`config.mk`:
```
export PLATFORM = sky130hd
export DESIGN_NAME = partoserial_tx
export DESIGN_NICKNAME = d
export VERILOG_FILES = /design/src/rtl/partoserial_tx.sv
export SDC_FILE = /design/constraint.sdc
export NUM_CORES = 1
export LEC_CHECK = 0
export CAP_MARGIN = 15
export CORE_MARGIN = 2
export CORE_UTILIZATION = 50
export DETAILED_ROUTE_END_ITERATION = 12
export HOLD_SLACK_MARGIN = 0.02
export PLACE_DENSITY = 0.79
export SYNTH_ARGS = -nofsm -noshare
export SYNTH_HDL_FRONTEND = slang
export SYNTH_SLANG_ARGS = --single-unit
```
`constraint.sdc`:
```
create_clock -name clk_8f -period 4.5 [get_ports clk_8f]
set_input_delay 0.9 -clock clk_8f [delete_from_list [all_inputs] [get_ports clk_8f]]
set_output_delay 0.9 -clock clk_8f [all_outputs]
set_load 0.02 [all_outputs]
```
`src/rtl/partoserial_tx.sv`:
```
// Parallel-to-serial PHY transmitter: 8-bit words out MSB first,
// with a COMMA training burst after reset and COMMA fill on idle frames.
module partoserial_tx #(
  parameter logic [7:0]  COMMA       = 8'hBC,
  parameter int unsigned SYNC_FRAMES = 4
) (
  input  logic       clk_8f,
  input  logic       reset,
  input  logic [7:0] data_par,
  input  logic       valid_par,
  output logic       ready_par,
  output logic       data_out,
  output logic       frame_start,
  output logic       tx_active
);

  typedef enum logic {
    SYNC = 1'b0,
    RUN  = 1'b1
  } state_e;

  localparam logic [3:0] SYNC_LAST = 4'(SYNC_FRAMES - 1);

  state_e     state_q, state_d;
  logic [7:0] shreg_q, shreg_d;
  logic [2:0] bit_cnt_q, bit_cnt_d;
  logic [3:0] sync_cnt_q, sync_cnt_d;
  logic       frame_start_q, frame_start_d;
  logic       tx_active_q, tx_active_d;
  logic       load;

  assign load        = (bit_cnt_q == 3'd7);
  assign ready_par   = (state_q == RUN) && load;
  assign data_out    = shreg_q[7];
  assign frame_start = frame_start_q;
  assign tx_active   = tx_active_q;

  always_comb begin
    state_d       = state_q;
    shreg_d       = {shreg_q[6:0], 1'b0};
    bit_cnt_d     = bit_cnt_q + 3'd1;
    sync_cnt_d    = sync_cnt_q;
    frame_start_d = 1'b0;
    tx_active_d   = tx_active_q;
    if (load) begin
      frame_start_d = 1'b1;
      unique case (state_q)
        SYNC: begin
          shreg_d    = COMMA;
          sync_cnt_d = sync_cnt_q + 4'd1;
          if (sync_cnt_q == SYNC_LAST) begin
            state_d     = RUN;
            tx_active_d = 1'b1;
          end
        end
        RUN: begin
          shreg_d = valid_par ? data_par : COMMA;
        end
        default: begin
          state_d = SYNC;
        end
      endcase
    end
  end

  always_ff @(posedge clk_8f) begin
    if (reset) begin
      state_q       <= SYNC;
      shreg_q       <= 8'h00;
      bit_cnt_q     <= 3'd7;
      sync_cnt_q    <= 4'd0;
      frame_start_q <= 1'b0;
      tx_active_q   <= 1'b0;
    end else begin
      state_q       <= state_d;
      shreg_q       <= shreg_d;
      bit_cnt_q     <= bit_cnt_d;
      sync_cnt_q    <= sync_cnt_d;
      frame_start_q <= frame_start_d;
      tx_active_q   <= tx_active_d;
    end
  end

endmodule

```
# After elaboration in Yosys (flattened, before gate mapping)
# Cells that the tools add are included.
# word_totals
ff_bits	18
wordCells	23
# classes
bitwise_logic	2
eq_ne	2
n_reduce_logical	4
muxes	6
add_sub_neg	2
# ops
operator	n
$mux 8	2
$pmux 8 s2	1
$add 4x1->4 const B	1
$eq 4x2->1 const B	1
$add 3x1->3 const B	1
$eq 3x3->1 const B	1
$mux 1	3
$reduce_and 3->1	1
$not 1->1	2
$reduce_and 2->1	1
$reduce_or 2->1	1
$logic_and 1x1->1	1

# Longest topological paths before layout
# depth
depth_word	3
depth_mapped	6

# Worst setup path after synthesis
# No wires, ideal clock.
# synth_timing
kind	register to output
from	register bit_cnt_q[0]
to	output ready_par
path_stages_with_launch	6
path_slack_ps	2425
t_arrival_ps	1175
cell_sequence	dfxtp_1 > ha_1 > ha_1 > buf_4 > buf_2 > and2_1
# synth_via
elab_chain_cells	2
# synth_rtl
element	line_no	rtl
start: declaration	26	logic [2:0] bit_cnt_q, bit_cnt_d;
start signal: assignment	77	bit_cnt_q <= bit_cnt_d;
$eq 3x3->1	32	assign load = (bit_cnt_q == 3'd7);
$logic_and 1x1->1	33	assign ready_par = (state_q == RUN) && load;
end: declaration	11	output logic ready_par,
# Every way passes these cells.

# Worst setup path in the final report
# Ends and elaborated chain as after synthesis.

==> impl_metrics.py <==
metrics = {
    "layout": {
        "nNetsFinal": 99,
        "final_layout_size_suffix_gt1_frac": 0.0952,
        "regArea_sq_um": 360,
        "nFillCells": 111,
        "cell_area_after_layout_sq_um": 862,
        "multi_input_area_sq_um": 307,
        "layout_common_cells": "sky130_fd_sc_hd__dfxtp_1, sky130_fd_sc_hd__nor2_1, sky130_fd_sc_hd__clkdlybuf4s50_1",
        "antennaDiodeCount": 0,
        "stdcell_count": 99,
        "layout.cells.most_common": "sky130_fd_sc_hd__dfxtp_1",
        "area_delta_synth_final_pct": 25.5,
    },
    "outcome": {
        "run_status": "completed",
    },
    "drt": {
        "antenna_violating_nets_post_route": 0,
        "firstDrtPassIters": 4,
        "detail_route.wl_per_cell_um": 11.7,
        "vias_per_cell": 5.06,
        "totalWireLength_mm": 1.16,
        "drcViolationCount": 0,
        "routed-via-count": 501,
        "initialDrtViolationCount": 10,
    },
    "timing": {
        "worst_pin_slew_ns": 0.586,
        "fmaxAchievable_mhz": 337,
        "slew_headroom": 0.608,
        "unrepaired_setup_endpoints_after_global_routing": "false",
        "tns_ns": 0,
        "finalCriticalPeriod_ns": 2.97,
        "min_period_over_period": 0.659,
        "hold_viol_final": 0,
        "timing.final.max_slew_violations": 0,
        "clock_skew_ns": 0.00235,
        "setup_violations": 0,
    },
    "logic_synthesis": {
        "ys_ff_latch": 18,
        "synthesis.instances": 70,
        "synth-edff-count": 0,
        "yosys.area.top_type_share": 0.525,
        "sequential_cell_area_fraction_in_the_yosys_report": 0.525,
        "postSynthNetCount": 84,
        "netlist_area_sq_um": 687,
        "synth-async-reset-ratio": 0,
        "ys_dominant_reg_cell": "sky130_fd_sc_hd__dfxtp_1",
        "synth_warnings": 0,
        "yosys-top-cells-area": "sky130_fd_sc_hd__dfxtp_1, sky130_fd_sc_hd__nor2_1, sky130_fd_sc_hd__a211oi_1",
        "synth.lib_cells_used.distinct": 22,
        "synth_top_cell_by_area": "sky130_fd_sc_hd__dfxtp_1",
        "synthesis.area_per_instance_sq_um": 9.81,
    },
    "grt": {
        "vias_in_the_first_global_route": 419,
        "grt_max_degree": 20,
        "antenna_found_initial": 0,
        "grt_first_pass_wirelength_mm": 1.78,
        "grt_overflow_total": 0,
        "globalRouteTotalUtil": 0.167,
    },
    "critical_path": {
        "timing.reg2reg.worst_path_depth": 5,
        "crit_arrival_ns": 2.07,
        "timing.critical_path.fanout_max": 19,
        "setup.worst_path.start_class": "flop",
        "rrSetupSlack_ns": 2.66,
        "critical_path_class": "flop to output port",
        "worst_ep_required_time_ns": 3.60,
        "timing.critical_path.to_type": "output port",
    },
    "clock_tree": {
        "number_of_setup_buffers_added_after_cts": 0,
        "clock_latency_ns": 0.28,
        "clock_root_buffer": "sky130_fd_sc_hd__clkbuf_4",
        "tritoncts.num_buffers": 3,
        "post_cts_resize_count": 0,
        "cts_tree": "built",
        "cts_max_path_bufs": 2,
        "cts.htree.levels": 1,
        "clkSlewWorstSetupHoldPaths_ns": 0.10,
        "clkSinkCount": 18,
        "cts-hold-fix-buffers": 0,
    },
    "pwr": {
        "p_leak_nw": 0.336,
        "ir_worst_vdd_mv": 0.217,
        "power.density_nw_per_um2": 389,
    },
    "flow_run": {
        "maxCapViolCount": 0,
    },
    "die": {
        "start_util": 0.535,
        "die_area_sq_um": 1690,
        "dieHeight_um": 41.1,
        "ioPinCount": 15,
        "floorplan.rows": 13,
        "core_area_sq_um": 1280,
        "die_x_um": 41.1,
    },
    "placed_design": {
        "placed_cells": 95,
        "detailed_place_hpwl_um": 813,
        "io_buffers": 14,
        "detailed_place.area_sq_um": 826,
        "finalWeightedCongestion": 0.712,
    },
    "worst_hold_path": {
        "hold_path_class": "flop to flop",
        "hold-path-cell-count": 1,
    },
}
-- sequential cells by signal (all words and copies together) (netlist names) --
register	count
shreg_q	8
bit_cnt_q	3
frame_start	1
tx_active	1
state_q	1
sync_cnt_q	4
-- cell usage after synthesis (2+ instances only) --
library cell	number
sky130_fd_sc_hd__dfxtp_1	18
sky130_fd_sc_hd__nor2_1	17
sky130_fd_sc_hd__a211oi_1	5
sky130_fd_sc_hd__ha_1	3
sky130_fd_sc_hd__nand2b_1	3
sky130_fd_sc_hd__nand4_1	3
sky130_fd_sc_hd__a21oi_1	2
sky130_fd_sc_hd__a31oi_1	2
sky130_fd_sc_hd__clkbuf_1	2
sky130_fd_sc_hd__nor2b_1	2
sky130_fd_sc_hd__or2_2	2
-- logic make-up (layout without fill, tap and decap cells) --
group	Yosys count	after routing	share of synthesized area
buf+inv	4	18	0.0291
simple gates	32	32	0.242
flops	18	18	0.525
fa+ha+maj	3	3	0.0547
xor+xnor	2	2	0.0255
mux	2	2	0.0364
compound gates	9	9	0.0874
-- report_power, final --
part           internal (mW)  total (mW)  switching (mW)
registers              0.175       0.181         0.00679
clock network         0.0492      0.0954          0.0461
logic                 0.0313      0.0586          0.0273
-- worst max-delay path, cell delays in order (launching register included) --
cell	delay [ns]
sky130_fd_sc_hd__dfxtp_1	0.35
sky130_fd_sc_hd__ha_1	0.15
sky130_fd_sc_hd__ha_1	0.49
sky130_fd_sc_hd__and2_1	0.20
sky130_fd_sc_hd__clkdlybuf4s50_1	0.59
-- final timing paths --
check               startpoint            end
hold / removal    bit_cnt_q[0]   bit_cnt_q[0]
hold reg to reg   bit_cnt_q[0]   bit_cnt_q[0]
setup / recovery  bit_cnt_q[0]      ready_par
setup reg to reg  bit_cnt_q[0]  sync_cnt_q[3]
-- area by class of cell --
cell class,count,share of cell area
well taps,15,0.0218
clock buffers,4,0.0421
repair buffers,14,0.163
multi-input cells,48,0.356
flip-flops and latches,18,0.418
-- routing by layer --
layer / up-vias / share of wire / global-route usage
li1: 267 / - / -
met1: 222 / 0.53 / 0.224
met2: 10 / 0.42 / 0.230
met3: 2 / 0.041 / 0.0489
met4: 0 / 0.0043 / 0.100
met5: - / 0 / 0
-- metrics by stage --
step	util	hold slack, ns	total power [mW]	setup slack, ns
global route	0.671	0.434	0.355	1.38
floorplan	-	0.375	0.226	2.43
detailed placement	0.643	0.390	0.244	1.85
global placement	0.643	0.385	0.243	1.88
CTS	0.671	0.413	0.341	1.52
finish	0.671	0.407	0.335	1.53
No activity file was read; power rests on OpenSTA's default activity.
